<file path="config.mk">
export PLATFORM = sky130hd
export DESIGN_NAME = pipeline_hazard_controller_flat
export DESIGN_NICKNAME = d
export VERILOG_FILES = /design/src/rtl/pipeline_hazard_controller_if.sv /design/src/rtl/pipeline_hazard_controller.sv /design/src/flat_wrapper.sv
export SDC_FILE = /design/constraint.sdc
export NUM_CORES = 1
export LEC_CHECK = 0
export CAP_MARGIN = 40
export CELL_PAD_IN_SITES_DETAIL_PLACEMENT = 0
export CELL_PAD_IN_SITES_GLOBAL_PLACEMENT = 2
export CORE_MARGIN = 4
export CORE_UTILIZATION = 12
export CTS_BUF_LIST = sky130_fd_sc_hd__clkbuf_2 sky130_fd_sc_hd__clkbuf_4 sky130_fd_sc_hd__clkbuf_8
export CTS_CLUSTER_SIZE = 30
export DETAILED_ROUTE_END_ITERATION = 10
export PLACE_DENSITY_LB_ADDON = 0.1
export SYNTH_ARGS = -nofsm -noshare
export SYNTH_HDL_FRONTEND = slang
export SYNTH_SLANG_ARGS = --single-unit
</file>
<file path="constraint.sdc">
create_clock -name clk -period 2 [get_ports clk]
set_clock_uncertainty 0.15 [all_clocks]
set_input_delay 0.2 -clock clk [delete_from_list [all_inputs] [get_ports clk]]
set_output_delay 0.2 -clock clk [all_outputs]
set_load 0.05 [all_outputs]
</file>
<file path="src/rtl/pipeline_hazard_controller_if.sv">
// -----------------------------------------------------------------------------
// pipeline_hazard_controller_if
// Groups the hazard-unit signals exchanged between the pipeline datapath and
// the hazard controller.
//   master : pipeline side, drives register indices / stage controls,
//            receives stall/flush/forward controls and counters.
//   slave  : controller side, the mirror image.
// Parameter CNT_W : width of the performance counters.
// -----------------------------------------------------------------------------
interface pipeline_hazard_controller_if #(
   parameter int unsigned CNT_W = 32
);
   // Decode-stage sources
   logic [4:0]       rs1_DE;
   logic [4:0]       rs2_DE;
   // Execute stage
   logic [4:0]       rs1_EX;
   logic [4:0]       rs2_EX;
   logic [4:0]       rd_EX;
   logic             rf_write_en_EX;
   logic             mem_read_en_EX;
   logic             mispredict_EX;
   // Memory / writeback writers
   logic [4:0]       rd_MEM;
   logic             rf_write_en_MEM;
   logic [4:0]       rd_WB;
   logic             rf_write_en_WB;
   // Data memory handshake
   logic             dmem_req_MEM;
   logic             dmem_ready;
   // Controls back to the pipeline
   logic             stall_F;
   logic             stall_DE;
   logic             flush_DE;
   logic             flush_EX;
   logic             freeze;
   logic [1:0]       forward_a_EX;
   logic [1:0]       forward_b_EX;
   logic [1:0]       state_o;
   logic [CNT_W-1:0] stall_cycles;
   logic [CNT_W-1:0] flush_count;

   modport master (
      output rs1_DE, rs2_DE, rs1_EX, rs2_EX, rd_EX, rf_write_en_EX, mem_read_en_EX,
             mispredict_EX, rd_MEM, rf_write_en_MEM, rd_WB, rf_write_en_WB,
             dmem_req_MEM, dmem_ready,
      input  stall_F, stall_DE, flush_DE, flush_EX, freeze, forward_a_EX, forward_b_EX,
             state_o, stall_cycles, flush_count
   );

   modport slave (
      input  rs1_DE, rs2_DE, rs1_EX, rs2_EX, rd_EX, rf_write_en_EX, mem_read_en_EX,
             mispredict_EX, rd_MEM, rf_write_en_MEM, rd_WB, rf_write_en_WB,
             dmem_req_MEM, dmem_ready,
      output stall_F, stall_DE, flush_DE, flush_EX, freeze, forward_a_EX, forward_b_EX,
             state_o, stall_cycles, flush_count
   );
endinterface

</file>
<file path="src/rtl/pipeline_hazard_controller.sv">
// -----------------------------------------------------------------------------
// pipeline_hazard_controller
// Hazard unit for a 5-stage in-order pipeline: load-use stall, branch
// mispredict flush (with one extra wrong-path flush for the synchronous
// instruction memory), data-memory freeze, and EX operand forwarding.
// Ports:
//   clk - clock, all state on the rising edge
//   rst - asynchronous active-high reset
//   hz  - pipeline_hazard_controller_if.slave (stage info in, controls out)
// Parameter CNT_W : performance counter width.
// Macro HAZARD_PERF_CNT_EN : when defined, builds saturating stall_cycles /
//   flush_count counters; otherwise both read as zero and no flops exist.
// -----------------------------------------------------------------------------
module pipeline_hazard_controller #(
   parameter int unsigned CNT_W = 32
) (
   input logic                         clk,
   input logic                         rst,
   pipeline_hazard_controller_if.slave hz
);

   typedef enum logic [1:0] {
      StRun      = 2'b00,
      StRedirect = 2'b01,
      StMemWait  = 2'b10
   } state_e;

   state_e state_q, state_d;

   logic       freeze;
   logic       load_use;
   logic       in_redirect;
   logic       stall_f, stall_de, flush_de, flush_ex;
   logic [1:0] fwd_a, fwd_b;

   assign freeze      = hz.dmem_req_MEM & ~hz.dmem_ready;
   // Only REDIRECT behaves differently; MEM_WAIT and the unused encoding act as RUN.
   assign in_redirect = (state_q == StRedirect);
   assign load_use    = hz.mem_read_en_EX & hz.rf_write_en_EX & (hz.rd_EX != 5'd0) &
                        ((hz.rd_EX == hz.rs1_DE) | (hz.rd_EX == hz.rs2_DE));

   // Priority: freeze > mispredict > redirect flush > load-use.
   always_comb begin
      stall_f  = 1'b0;
      stall_de = 1'b0;
      flush_de = 1'b0;
      flush_ex = 1'b0;
      state_d  = StRun;
      if (freeze) begin
         stall_f  = 1'b1;
         stall_de = 1'b1;
         state_d  = StMemWait;
      end else if (hz.mispredict_EX) begin
         flush_de = 1'b1;
         flush_ex = 1'b1;
         state_d  = StRedirect;
      end else if (in_redirect) begin
         // Synchronous imem delivers one more wrong-path instruction.
         flush_de = 1'b1;
      end else if (load_use) begin
         stall_f  = 1'b1;
         stall_de = 1'b1;
         flush_ex = 1'b1;
      end
   end

   // Forwarding: MEM is younger than WB, so it wins; x0 never forwards.
   always_comb begin
      fwd_a = 2'b00;
      if (hz.rf_write_en_MEM && hz.rd_MEM != 5'd0 && hz.rd_MEM == hz.rs1_EX) begin
         fwd_a = 2'b10;
      end else if (hz.rf_write_en_WB && hz.rd_WB != 5'd0 && hz.rd_WB == hz.rs1_EX) begin
         fwd_a = 2'b01;
      end
      fwd_b = 2'b00;
      if (hz.rf_write_en_MEM && hz.rd_MEM != 5'd0 && hz.rd_MEM == hz.rs2_EX) begin
         fwd_b = 2'b10;
      end else if (hz.rf_write_en_WB && hz.rd_WB != 5'd0 && hz.rd_WB == hz.rs2_EX) begin
         fwd_b = 2'b01;
      end
   end

   // Outputs are combinational; reset masks them immediately, not at the next edge.
   always_comb begin
      hz.stall_F      = stall_f  & ~rst;
      hz.stall_DE     = stall_de & ~rst;
      hz.flush_DE     = flush_de & ~rst;
      hz.flush_EX     = flush_ex & ~rst;
      hz.freeze       = freeze   & ~rst;
      hz.forward_a_EX = rst ? 2'b00 : fwd_a;
      hz.forward_b_EX = rst ? 2'b00 : fwd_b;
   end

   assign hz.state_o = state_q;

   always_ff @(posedge clk or posedge rst) begin
      if (rst) begin
         state_q <= StRun;
      end else begin
         state_q <= state_d;
      end
   end

`ifdef HAZARD_PERF_CNT_EN
   logic [CNT_W-1:0] stall_cycles_q, stall_cycles_d;
   logic [CNT_W-1:0] flush_count_q, flush_count_d;
   logic [CNT_W-1:0] cnt_one;

   assign cnt_one = {{(CNT_W-1){1'b0}}, 1'b1};

   // Saturate at all-ones instead of wrapping.
   always_comb begin
      stall_cycles_d = stall_cycles_q;
      flush_count_d  = flush_count_q;
      if (stall_de && !(&stall_cycles_q)) begin
         stall_cycles_d = stall_cycles_q + cnt_one;
      end
      if (hz.mispredict_EX && !freeze && !(&flush_count_q)) begin
         flush_count_d = flush_count_q + cnt_one;
      end
   end

   always_ff @(posedge clk or posedge rst) begin
      if (rst) begin
         stall_cycles_q <= '0;
         flush_count_q  <= '0;
      end else begin
         stall_cycles_q <= stall_cycles_d;
         flush_count_q  <= flush_count_d;
      end
   end

   assign hz.stall_cycles = stall_cycles_q;
   assign hz.flush_count  = flush_count_q;
`else
   assign hz.stall_cycles = {CNT_W{1'b0}};
   assign hz.flush_count  = {CNT_W{1'b0}};
`endif

endmodule

</file>
<file path="src/flat_wrapper.sv">
// flat-port wrapper written by rule: the top's interface ports become plain ports
module pipeline_hazard_controller_flat 
#(
   parameter int unsigned CNT_W = 32
)
  (clk, rst, hz_rs1_DE, hz_rs2_DE, hz_rs1_EX, hz_rs2_EX, hz_rd_EX, hz_rf_write_en_EX, hz_mem_read_en_EX, hz_mispredict_EX, hz_rd_MEM, hz_rf_write_en_MEM, hz_rd_WB, hz_rf_write_en_WB, hz_dmem_req_MEM, hz_dmem_ready, hz_stall_F, hz_stall_DE, hz_flush_DE, hz_flush_EX, hz_freeze, hz_forward_a_EX, hz_forward_b_EX, hz_state_o, hz_stall_cycles, hz_flush_count);
  pipeline_hazard_controller_if #(.CNT_W(CNT_W)) hz_i ();
  input logic clk;
  input logic rst;
  input wire logic [$bits(hz_i.rs1_DE)-1:0] hz_rs1_DE;
  input wire logic [$bits(hz_i.rs2_DE)-1:0] hz_rs2_DE;
  input wire logic [$bits(hz_i.rs1_EX)-1:0] hz_rs1_EX;
  input wire logic [$bits(hz_i.rs2_EX)-1:0] hz_rs2_EX;
  input wire logic [$bits(hz_i.rd_EX)-1:0] hz_rd_EX;
  input wire logic [$bits(hz_i.rf_write_en_EX)-1:0] hz_rf_write_en_EX;
  input wire logic [$bits(hz_i.mem_read_en_EX)-1:0] hz_mem_read_en_EX;
  input wire logic [$bits(hz_i.mispredict_EX)-1:0] hz_mispredict_EX;
  input wire logic [$bits(hz_i.rd_MEM)-1:0] hz_rd_MEM;
  input wire logic [$bits(hz_i.rf_write_en_MEM)-1:0] hz_rf_write_en_MEM;
  input wire logic [$bits(hz_i.rd_WB)-1:0] hz_rd_WB;
  input wire logic [$bits(hz_i.rf_write_en_WB)-1:0] hz_rf_write_en_WB;
  input wire logic [$bits(hz_i.dmem_req_MEM)-1:0] hz_dmem_req_MEM;
  input wire logic [$bits(hz_i.dmem_ready)-1:0] hz_dmem_ready;
  output wire logic [$bits(hz_i.stall_F)-1:0] hz_stall_F;
  output wire logic [$bits(hz_i.stall_DE)-1:0] hz_stall_DE;
  output wire logic [$bits(hz_i.flush_DE)-1:0] hz_flush_DE;
  output wire logic [$bits(hz_i.flush_EX)-1:0] hz_flush_EX;
  output wire logic [$bits(hz_i.freeze)-1:0] hz_freeze;
  output wire logic [$bits(hz_i.forward_a_EX)-1:0] hz_forward_a_EX;
  output wire logic [$bits(hz_i.forward_b_EX)-1:0] hz_forward_b_EX;
  output wire logic [$bits(hz_i.state_o)-1:0] hz_state_o;
  output wire logic [$bits(hz_i.stall_cycles)-1:0] hz_stall_cycles;
  output wire logic [$bits(hz_i.flush_count)-1:0] hz_flush_count;
  assign hz_i.rs1_DE = hz_rs1_DE;
  assign hz_i.rs2_DE = hz_rs2_DE;
  assign hz_i.rs1_EX = hz_rs1_EX;
  assign hz_i.rs2_EX = hz_rs2_EX;
  assign hz_i.rd_EX = hz_rd_EX;
  assign hz_i.rf_write_en_EX = hz_rf_write_en_EX;
  assign hz_i.mem_read_en_EX = hz_mem_read_en_EX;
  assign hz_i.mispredict_EX = hz_mispredict_EX;
  assign hz_i.rd_MEM = hz_rd_MEM;
  assign hz_i.rf_write_en_MEM = hz_rf_write_en_MEM;
  assign hz_i.rd_WB = hz_rd_WB;
  assign hz_i.rf_write_en_WB = hz_rf_write_en_WB;
  assign hz_i.dmem_req_MEM = hz_dmem_req_MEM;
  assign hz_i.dmem_ready = hz_dmem_ready;
  assign hz_stall_F = hz_i.stall_F;
  assign hz_stall_DE = hz_i.stall_DE;
  assign hz_flush_DE = hz_i.flush_DE;
  assign hz_flush_EX = hz_i.flush_EX;
  assign hz_freeze = hz_i.freeze;
  assign hz_forward_a_EX = hz_i.forward_a_EX;
  assign hz_forward_b_EX = hz_i.forward_b_EX;
  assign hz_state_o = hz_i.state_o;
  assign hz_stall_cycles = hz_i.stall_cycles;
  assign hz_flush_count = hz_i.flush_count;
  pipeline_hazard_controller #(.CNT_W(CNT_W)) u_core (.clk(clk), .rst(rst), .hz(hz_i));
endmodule
</file>
==> results.toml, run 1 <==
[synthesis]
yosysMostFrequentCell = "buf_4"
ys_top_cells_by_count = "65 x buf_4, 20 x xor2_1, 10 x xnor2_1"
yosysSeqAreaShare = 0.0487
syn_inst = 137
synth_flop_cell = "dfrtp_1"
syn_avg_cell_area_um2 = 7.51
synth_cell_type_count = 23
yosysTopAreaCell = "buf_4"
yosys_warnings = 0
synth_edf_count = 0
netlist_area_mm2 = 0.00103
synthTopCellsByArea = "buf_4 47%, xor2_1 17%, xnor2_1 8.5%, dfrtp_1 4.9%, or4_1 2.9%"
ys_ff_latch = 2
yosysTopAreaCellShare = 0.474
async_reset_ff_frac = 1.00

[cells_and_area]
multiInputGateArea_um2 = 857
largest_reg_flops = 2
regArea_um2 = 50.0
num_antenna_cells = 0
nets = 259
syn_to_final_growth_pct = 78.0
fillers = 930
stdcell_count = 318
drive_gt1_frac = 0.296

[clock_network]
h-tree-depth = 1
cts_tree = "yes"
root_buffer = "clkbuf_8"
cts.clk_slew.worst_paths_ps = 30
clockBufferDepth = 2
cts_buffers = 3
clkSinkCount = 2

[timing]
holdWs_ps = 351
slew_viol_final = 0
final.setup.tns_ps = 0
hold_viol = 0
post-route-period-util = 0.995
rsz0062_at_grt = "yes"
finalSetupViolations = 0
period_minus_slack_ps = 1990
setup_ws_ps = 9.21
fmax_ghz = 0.502

[global_route]
grt_pass1_wl_um = 4680
grt-ovfl-total = 0
grt_max_degree = 7
grt_pass1_vias = 953
antenna_found_initial = 0
grt_usage = 0.0599

[detailed_routing]
drtIter0Drc = 4
wl_um = 3410
wl_per_cell_um = 10.7
drt_pre_antenna_iters = 2
ant_nets = 0
routed_via_density = 3.03
drc = 0
vias = 965

[worst_setup_path]
crit_slowest_cell = "or4_4"
start_kind = "input pin"
path_max_fanout = 4
path_cells = "buf_6 > or4_4 > o21ai_4 > nor3_4 > nor4_4 > buf_12"
crit_type = "in -> out"
cp.required_ps = 1650
end_kind = "primary output"
cp.arrival_ps = 1640
critPathMaxStageDelay_ps = 530

[placement]
io_buffers = 54
dp.cells = 311
globalplace.congestion = 0.733
dp_slack_ps = -408
dp_hpwl_um = 3060

[pwr]
ir_drop_uv = 93.0
p_leak_nw = 0.856
powerDensity_mw_per_mm2 = 426
power.total_w = 0.000779

[floorplan]
coreArea_mm2 = 0.00826
rows = 33
num_io_pins = 119
die-area_mm2 = 0.0101
start_util = 0.125
die_h_um = 101
dieWidth_um = 101

[hold_path]
hold_class = "in -> async"

[run]
maxCapViolCount = 0

[status]
run_status = "completed"
[what timing repair did]
item,in CTS,in global routing
buffers inserted,2,1
setup endpoints to repair,7,6
hold buffers,1,0
endpoints found under the hold margin,2,0
pin swaps,14,9
cloned,0,0
gates resized for setup,47,22
[worst max-delay path: cells and delay by family]
kind                   cells  cell delay [ps]
AND/OR/NAND/NOR            3              910
AO/OA/AOI/OAI              1              250
buffers and inverters      2              270
[logic make-up after synthesis]
logic type      Yosys count  synth area share
buf+inv                  67             0.482
flops                     2            0.0487
simple gates             30             0.162
other cells               1           0.00365
xor+xnor                 30             0.255
compound gates            7            0.0487
[metal layers]
layer | vias to the layer above | routed length (µm) | track usage
li1 | 466 | - | -
met1 | 440 | 1140 | 0.0622
met2 | 55 | 1940 | 0.117
met3 | 4 | 266 | 0.00277
met4 | 0 | 62 | 0.0342
met5 | - | 0 | 0
[layout by cell type, fill, tap and decap left out, types with 3 or more instances in the layout]
| master | instances |
|---|---|
| nand2_1 | 5 |
| buf_12 | 7 |
| clkbuf_2 | 6 |
| nor2_1 | 6 |
| clkbuf_8 | 3 |
| xnor2_1 | 9 |
| buf_4 | 19 |
| or4_4 | 3 |
| nor4_4 | 3 |
| conb_1 | 64 |
| xor2_1 | 20 |
| dlymetal6s2s_1 | 4 |
| clkdlybuf4s50_1 | 25 |
| buf_6 | 4 |
| dlygate4sd2_1 | 5 |
[stage by stage]
stage               cell area, µm²  utilization
floorplan                     1290            -
global placement              1670        0.202
detailed placement            1670        0.202
CTS                           1810        0.219
global route                  1830        0.222
finish                        1830        0.222
[where the power goes]
group | internal, W | switching (W)
Clock | 0.000127 | 0.0000337
Combinational | 0.000164 | 0.000409
Sequential | 0.0000432 | 0.00000184
[path summary, 6_finish.rpt]
check	startpoint	to	slack [ps]	cells past startpoint
worst min-delay path	rst	u_core.hz.state_o[0]	350	4
min in group clk	hz_dmem_req_MEM	u_core.hz.state_o[1]	430	3
worst max-delay path	hz_rd_MEM[3]	hz_forward_a_EX[0]	9	6
max in group asynchronous	rst	u_core.hz.state_o[1]	1260	4
[layout make-up]
cell class	count	share of cell area
Timing Repair Buffer	75	0.406
Clock buffer	3	0.0226
Sequential cell	2	0.0273
Multi-Input combinational cell	131	0.468
Tap cell	105	0.0718
Inverter	2	0.00410
Power figures use the tool's default switching activity.
==> run 2: changes to the inputs <==
--- a/config.mk
+++ b/config.mk
@@ -14,6 +14,7 @@
 export CTS_CLUSTER_SIZE = 30
 export DETAILED_ROUTE_END_ITERATION = 10
 export PLACE_DENSITY_LB_ADDON = 0.1
+export SLEW_MARGIN = 20
 export SYNTH_ARGS = -nofsm -noshare
 export SYNTH_HDL_FRONTEND = slang
 export SYNTH_SLANG_ARGS = --single-unit
==> results of run 2 <==
Same layout as run 1: the final DEF is identical, and so are final timing and power.
